`config.mk`:
```
export PLATFORM = sky130hd
export DESIGN_NAME = seq_bit_serializer
export DESIGN_NICKNAME = d
export VERILOG_FILES = /design/src/rtl/seq_bit_serializer.sv
export SDC_FILE = /design/constraint.sdc
export NUM_CORES = 1
export LEC_CHECK = 0
export CAP_MARGIN = 20
export CORE_ASPECT_RATIO = 0.5
export CORE_MARGIN = 10
export CORE_UTILIZATION = 39
export CTS_CLUSTER_DIAMETER = 30
export CTS_CLUSTER_SIZE = 12
export DETAILED_ROUTE_END_ITERATION = 16
export PLACE_DENSITY = 0.69
export SKIP_CTS_REPAIR_TIMING = 1
export SYNTH_ARGS = -nofsm -noshare
export SYNTH_HDL_FRONTEND = slang
export SYNTH_SLANG_ARGS = --single-unit
```
`constraint.sdc`:
```
create_clock -name clk -period 2 [get_ports clk]
set_input_delay 0.6 -clock clk [delete_from_list [all_inputs] [get_ports clk]]
set_output_delay 0.6 -clock clk [all_outputs]
set_load 0.02 [all_outputs]
```
`src/rtl/seq_bit_serializer.sv`:
```
// Parallel-to-serial feeder for the 1001 Mealy detector: WIDTH-bit words in over valid/ready,
// one bit per cycle out on sout, with a holding register so consecutive words stream gap-free.
module seq_bit_serializer #(
   parameter int unsigned WIDTH     = 8,
   parameter bit          MSB_FIRST = 1'b1,
   parameter bit          IDLE_BIT  = 1'b0
) (
   input  logic             clk,
   input  logic             reset,
   input  logic [WIDTH-1:0] din,
   input  logic             din_valid,
   output logic             din_ready,
   output logic             sout,
   output logic             sout_valid,
   output logic             word_done,
   output logic             busy
);

   localparam int unsigned   CW     = $clog2(WIDTH);
   localparam logic [CW-1:0] LAST   = CW'(WIDTH - 1);
   localparam logic [CW-1:0] PENULT = CW'(WIDTH - 2);

   localparam logic [0:0] S_IDLE  = 1'b0;
   localparam logic [0:0] S_SHIFT = 1'b1;

   logic [0:0]       state;
   logic [CW-1:0]    cnt;
   logic [WIDTH-1:0] shreg;
   logic [WIDTH-1:0] hold;
   logic             hold_full;
   logic             accept;
   logic             free;
   logic             load;
   logic [WIDTH-1:0] next_word;
   logic             next_first;

   assign din_ready = !hold_full && !reset;
   assign accept    = din_valid && din_ready;
   assign free      = (state == S_IDLE) || (cnt == LAST);
   assign busy      = (state == S_SHIFT) || hold_full;

   // A held word always wins the reload slot; ready is low then, so no new word competes.
   always_comb begin
      load       = free && (hold_full || accept);
      next_word  = hold_full ? hold : din;
      next_first = MSB_FIRST ? next_word[WIDTH-1] : next_word[0];
   end

   always_ff @(posedge clk) begin
      if (reset) begin
         state      <= S_IDLE;
         cnt        <= '0;
         shreg      <= '0;
         hold       <= '0;
         hold_full  <= 1'b0;
         sout       <= IDLE_BIT;
         sout_valid <= 1'b0;
         word_done  <= 1'b0;
      end else begin
         // shreg keeps the bit currently on sout at its output end; the next bit sits beside it
         if (load) begin
            state      <= S_SHIFT;
            cnt        <= '0;
            shreg      <= next_word;
            sout       <= next_first;
            sout_valid <= 1'b1;
            word_done  <= 1'b0;
         end else if (!free) begin
            cnt        <= cnt + 1'b1;
            shreg      <= MSB_FIRST ? (shreg << 1) : (shreg >> 1);
            sout       <= MSB_FIRST ? shreg[WIDTH-2] : shreg[1];
            sout_valid <= 1'b1;
            word_done  <= (cnt == PENULT);
         end else begin
            state      <= S_IDLE;
            cnt        <= '0;
            sout       <= IDLE_BIT;
            sout_valid <= 1'b0;
            word_done  <= 1'b0;
         end

         if (free && hold_full) begin
            hold_full <= 1'b0;
         end else if (accept && !free) begin
            hold      <= din;
            hold_full <= 1'b1;
         end
      end
   end

endmodule

```
==> summary.md, run 1 <==
| Metric | Value |
|---|---|
| Status | finished, final reports clean |
| Pint | 706 µW |
| Worst VDD drop | 0.000272 V |
| Final ANT Viol Nets | 0 |
| Max_cap viols | 0 |
| Critical path type | in2out |
| Sw Ratio | 25.7% |
| R2R Path Start | cnt[0] |
| Seq pwr share | 52.0% |
| Final hold slack | 0.441 ns |
| Pre-antenna DRT Iters | 4 |
| Diodes inserted | 0 |
| Top cell type's share of synthesized area | 42.3% |
| Reg-to-reg slack, setup | 0.37 ns |
| DPL Wire Length | 1.80 mm |
| Area Overhead vs Synth | 26.8% |
| Syn Inst Count | 118 |
| Largest stage delay, worst path | 0.43 ns |
| Gate power share | 17.5% |
| Clk buf depth | 2 |
| Largest family of logic cells by synthesized area | simple AND/OR/NAND/NOR gates |
| CP Launch Type | input port |
| First-pass GRT wire length | 4.36 mm |
| Core area | 0.00264 mm² |
| Worst Hold Class | reg2reg |
| Setup violations, final | 0 |
| Fmax | 0.516 GHz |
| Initial antenna violation count | 0 |
| Post-Syn Nets | 132 |
| Clock share of power | 30.4% |
| Clock Tree Root | clkbuf_8 |
| Vias per std cell | 5.11 |
| Leak | 0.631 nW |
| CTS tree | built |
| Register area share after synthesis | 42.3% |
| Clock sinks | 23 |
| DR WL/cell | 14.2 µm |
| CP Buf/Inv Count | 2 |
| Top cell type by total area after synthesis | dfxtp_1 |
| Chip width | 94.7 µm |
| Hold path depth | 2 |
| Complex-gate fraction of the synthesized area | 18.7% |
| Critical Path Source | reset |
| Iter 0 DRT Violations | 37 |
| Required arrival time at the worst endpoint | 1.40 ns |
| Relative slew slack | 67.5% |
| Total gr overflow | 0 |
| Nets | 157 |
| I/O Pins | 16 |
| Share of post-route cells with drive strength above 1 | 16.9% |
| Final WL | 2.54 mm |
| PD cells | 688 mW/mm² |
| Clk_lat worst skew | 0.26 ns |
| Largest net degree at the start of global routing | 14 |
| Clk_skew | 0.00165 ns |
| Multi-input combinational cell area | 553 µm² |
| Final setup TNS | 0 ns |
| Crit-path cells | clkdlybuf4s50_1 > nor2_2 > clkbuf_2 |
| RR Endpoint | shreg[6] |
| Flop and latch count out of synthesis | 23 |
| Netlist cell types | 28 |
| Die ar. | 0.00543 mm² |
| CP arrival | 1.34 ns |
| Post-route minimum period | 1.94 ns |
| CP Max Fanout | 2 |
| Vias | 914 |
| End point of the critical path | din_ready |
| Register area | 460 µm² |
| Reg2Reg Depth | 5 |
| RSZ-0062 raised after global routing | no |
| YS warnings | 0 |
| Worst path top cell family by delay | buffers and inverters |
| Htree depth | 1 |
| Slew Limit Fails | 0 |
| Least-Margin Pin Slew | 0.487 ns |
| Mean Syn Cell Area | 9.22 µm² |
| Vias in the first global route | 945 |
| Critical path capture point type | primary output |
| Crit-path slowest cell | clkdlybuf4s50_1 |
| Clk slew on worst S/H paths | 0.08 ns |
| Final Hold Viols | 0 |
| Mux cell area share after synthesis | 6.44% |
| Inserted Clock Buffers | 3 |
| Floorplan row count | 13 |
| Placer's final routability congestion estimate | 0.766 |
| Fin crit share | 96.8% |
| Synth Cell Area | 0.00109 mm² |
| Die H | 57.4 µm |
| Filler Cells Inserted | 260 |
| Sw power | 244 µW |
| Simple-gate share of the synthesized area | 22.2% |
| Port-buffer cells | 15 |
| Gr usage total | 9.83% |
| DRC violations left | 0 |
| Adder-Cell Fraction of Synth Area | 3.45% |
| Post-Synth XOR/XNOR Area | 0% |
| CP Depth | 3 |
| Initial core utilization | 41.3% |
| Largest cells by area after synthesis | dfxtp_1 (42%), mux2i_1 (6.4%), a32o_1 (5.5%) |
registers in the layout, indices dropped and copies added (netlist names):
signal      count
cnt             3
sout            1
shreg           7
hold_full       1
hold            8
word_done       1
sout_valid      1
state           1
cells in the mapped netlist:
| master | count |
|---|---|
| dfxtp_1 | 23 |
| nor2_1 | 14 |
| nand2_1 | 9 |
| o211ai_1 | 8 |
| mux2i_1 | 7 |
| nand4_1 | 7 |
| a32o_1 | 6 |
| buf_2 | 6 |
| nor3_1 | 6 |
| inv_1 | 4 |
| nor2b_1 | 4 |
| ha_1 | 3 |
| o211a_1 | 3 |
| a21oi_1 | 2 |
| buf_6 | 2 |
| clkbuf_1 | 2 |
| a211oi_1 | 1 |
| a211oi_2 | 1 |
| and3_1 | 1 |
| nand2b_1 | 1 |
| nand2b_4 | 1 |
| nand3b_1 | 1 |
| nor2_2 | 1 |
| nor3_2 | 1 |
| o21ai_0 | 1 |
| o311a_1 | 1 |
| o41ai_1 | 1 |
| or2_2 | 1 |
metrics by stage:
step	setup slack [ns]	area (µm²)	total power [mW]	util (%)	cells
after floorplan	0.439	1090	0.603	-	118
after global placement	-0.362	1340	0.670	50.8	175
after detailed placement	-0.380	1340	0.672	50.8	175
after CTS	-0.390	1380	0.961	52.5	179
after global routing	0.0250	1380	0.994	52.4	179
final	0.0639	1380	0.950	52.4	179
cell type report:
| type | instances | share of cell area [%] |
|---|---|---|
| multi-input combinational | 81 | 40.1 |
| sequential | 23 | 33.4 |
| timing repair buffer | 30 | 18.9 |
| tap | 37 | 3.35 |
| clock buffer | 4 | 3.26 |
| inverter | 4 | 1.09 |
per-layer routing:
layer / track usage (%) / routed length [µm]
met3: 3.26 / 121
met4: 2.54 / 19
met2: 16.6 / 1180
met1: 11.7 / 1220
met5: 0 / 0
worst min-delay path by stage:
| stage | end | start | slack (ns) |
|---|---|---|---|
| 2_1_floorplan | word_done | cnt[2] | 0.42 |
| 3_3_place_gp | word_done | cnt[2] | 0.43 |
| 3_5_place_dp | word_done | cnt[2] | 0.43 |
| 4_1_cts | word_done | cnt[2] | 0.44 |
| 5_1_grt | word_done | cnt[2] | 0.46 |
| 6_report | word_done | cnt[2] | 0.44 |
worst reg2reg max path, stage by stage, from the launching register on:
cell      delay [ns]
dfxtp_1         0.33
ha_1            0.20
ha_1            0.21
nand2b_1        0.37
o211a_1         0.22
a32o_1          0.21
power groups by stage:
| stage | logic [mW] | registers [mW] | clock network [mW] |
|---|---|---|---|
| floorplan | 0.0979 | 0.505 | 0 |
| global placement | 0.166 | 0.504 | 0 |
| detailed placement | 0.168 | 0.505 | 0 |
| CTS | 0.169 | 0.494 | 0.298 |
| global route | 0.182 | 0.497 | 0.315 |
| finish | 0.166 | 0.494 | 0.289 |
cell families after synthesis:
group,count (synthesis)
simple gates,47
mux,7
buf+inv,14
compound gates,24
flops,23
fa+ha+maj,3
layout by cell type (no fill, tap or decap):
cell,netlist,routed
nor2_1,14,14
nand2_1,9,9
a211oi_2,1,1
o41ai_1,1,1
o211a_1,3,3
ha_1,3,3
dfxtp_1,23,23
o21ai_0,1,1
dlymetal6s2s_1,0,1
nor2b_1,4,4
clkdlybuf4s50_1,0,13
a21oi_1,2,2
nand2b_4,1,1
a32o_1,6,6
and3_1,1,1
a211oi_1,1,1
inv_1,4,4
or2_2,1,1
clkbuf_8,0,3
nand2b_1,1,1
nor3_2,1,1
o211ai_1,8,8
clkbuf_1,2,1
nand3b_1,1,1
nor3_1,6,6
o311a_1,1,1
clkbuf_2,0,1
mux2i_1,7,7
nand4_1,7,7
nor2_2,1,1
buf_4,0,15
No activity file was read; power rests on OpenSTA's default activity.
==> run 2: changes to the inputs <==
--- a/config.mk
+++ b/config.mk
@@ -17,3 +17,4 @@
 export SYNTH_ARGS = -nofsm -noshare
 export SYNTH_HDL_FRONTEND = slang
 export SYNTH_SLANG_ARGS = --single-unit
+export TNS_END_PERCENT = 1
==> results of run 2 <==
Same layout as run 1: the final DEF is identical, and so are final timing and power.
==> run 3: changes to the inputs <==
--- a/config.mk
+++ b/config.mk
@@ -12,6 +12,7 @@
 export CTS_CLUSTER_DIAMETER = 30
 export CTS_CLUSTER_SIZE = 12
 export DETAILED_ROUTE_END_ITERATION = 16
+export GPL_ROUTABILITY_DRIVEN = 0
 export PLACE_DENSITY = 0.69
 export SKIP_CTS_REPAIR_TIMING = 1
 export SYNTH_ARGS = -nofsm -noshare
==> constraint.sdc (replaced) <==
create_clock -name clk -period 2.16 [get_ports clk]
set_input_delay 0.648 -clock clk [delete_from_list [all_inputs] [get_ports clk]]
set_output_delay 0.648 -clock clk [all_outputs]
set_load 0.02 [all_outputs]
==> run 3 against run 2 <==
Final area down 1.1%. Power down 7.7%. Combinational power down 8%. Via count up 0.44%. First-iteration DRC count up 89%. Count of clock-buffer cells in the layout unchanged. Clock skew up 0.00096 ns. Global-route usage down 0.16 points. Critical path depth unchanged. Clock power down 7.6%. Wire length up 1.1%. Highest routed layer unchanged.
==> summary.md, run 3 (synthesis results as in run 1) <==
| Metric | Value |
|---|---|
| Fmax | 0.479 GHz |
| Clk_skew | 0.00262 ns |
| Largest net degree at the start of global routing | 15 |
| Gr usage total | 9.66% |
| Worst Hold Class | reg2reg |
| Die ar. | 0.00543 mm² |
| Clock sinks | 23 |
| Status | finished, final reports clean |
| DPL Wire Length | 1.86 mm |
| Floorplan row count | 13 |
| Share of post-route cells with drive strength above 1 | 14.4% |
| Diodes inserted | 0 |
| Setup violations, final | 0 |
| CTS tree | built |
| Critical path capture point type | primary output |
| Worst VDD drop | 0.000344 V |
| Max reg flops | 8 |
| PD cells | 642 mW/mm² |
| Core area | 0.00264 mm² |
| Commonest non-fill, non-tap cells in the layout | dfxtp_1 (23), nor2_1 (14), clkdlybuf4s50_1 (13) |
| Max_cap viols | 0 |
| Reg2Reg Depth | 5 |
| Pre-antenna DRT Iters | 4 |
| Vias in the first global route | 911 |
| Register area | 460 µm² |
| Commonest non-fill, non-tap cell in the layout | dfxtp_1 |
| Hold path depth | 2 |
| Htree depth | 1 |
| Clock Tree Root | clkbuf_8 |
| Final setup TNS | 0 ns |
| CP Launch Type | input port |
| Required arrival time at the worst endpoint | 1.51 ns |
| Post-route minimum period | 2.09 ns |
| Post-route cell area | 0.00137 mm² |
| Area Overhead vs Synth | 25.4% |
| Total gr overflow | 0 |
| Least-Margin Pin Slew | 0.527 ns |
| Nets | 154 |
| Initial core utilization | 41.3% |
| Port-buffer cells | 15 |
| Final hold slack | 0.442 ns |
| Slew Limit Fails | 0 |
| Clk_lat worst skew | 0.26 ns |
| Placed Area | 0.00132 mm² |
| CP arrival | 1.44 ns |
| Setup ws final | 0.0745 ns |
| Leak | 0.626 nW |
| Iter 0 DRT Violations | 70 |
| Final WL | 2.57 mm |
| DRC violations left | 0 |
| Clk buf depth | 2 |
| Multi-input combinational cell area | 553 µm² |
| First-pass GRT wire length | 4.28 mm |
| Fin crit share | 96.6% |
| CP Max Fanout | 2 |
| Final Hold Viols | 0 |
| Critical path type | in2out |
| Vias per std cell | 5.22 |
| Initial antenna violation count | 0 |
| DR WL/cell | 14.6 µm |
| Total power | 877 µW |
| Filler Cells Inserted | 263 |
| RSZ-0062 raised after global routing | no |
| Die H | 57.4 µm |
| Chip width | 94.7 µm |
| Final ANT Viol Nets | 0 |
| Clk slew on worst S/H paths | 0.08 ns |
| Top flop regs | hold x8, shreg x7, cnt x3 |
| Most flops, register | hold |
| Relative slew slack | 64.9% |
| Vias | 918 |
| Inserted Clock Buffers | 3 |
| I/O Pins | 16 |
| Pre-CTS WS | -0.311 ns |
## run 3: layer usage
metal / GRT usage (%) / vias to the layer above / part of all wire (%)
met3: 3.00 / 2 / 5.3
met5: 0 / - / 0
met2: 16.1 / 19 / 46
li1: - / 471 / -
met1: 11.9 / 426 / 48
met4: 2.54 / 0 / 0.54
## run 3: worst paths after layout
kind / from / endpoint / slack, ns
min reg2reg: cnt[2] / word_done / 0.44
max: reset / din_ready / 0.07
max reg2reg: cnt[0] / shreg[6] / 0.49
min: cnt[2] / word_done / 0.44
## run 3: worst max-delay path: stages
cell             delay [ns]
clkdlybuf4s50_1        0.43
nor2_2                 0.11
dlymetal6s2s_1         0.24
## run 3: per-stage QoR
stage                     instances  utilization (%)
final                           176             51.8
after global routing            176             51.8
after CTS                       176             51.6
after detailed placement        172             49.9
after global placement          172             49.9
after floorplan                 118                -
## run 3: power breakdown
| part | leakage, nW | internal [mW] | switching [mW] |
|---|---|---|---|
| logic | 0.415 | 0.0741 | 0.0776 |
| clock network | 0.0228 | 0.132 | 0.135 |
| registers | 0.188 | 0.445 | 0.0123 |
## run 3: area by class of cell
cell class	instances	share of cell area [%]
clock buffer	4	3.30
tap	37	3.39
multi-input combinational	81	40.5
inverter	4	1.10
sequential	23	33.7
timing repair buffer	27	18.0
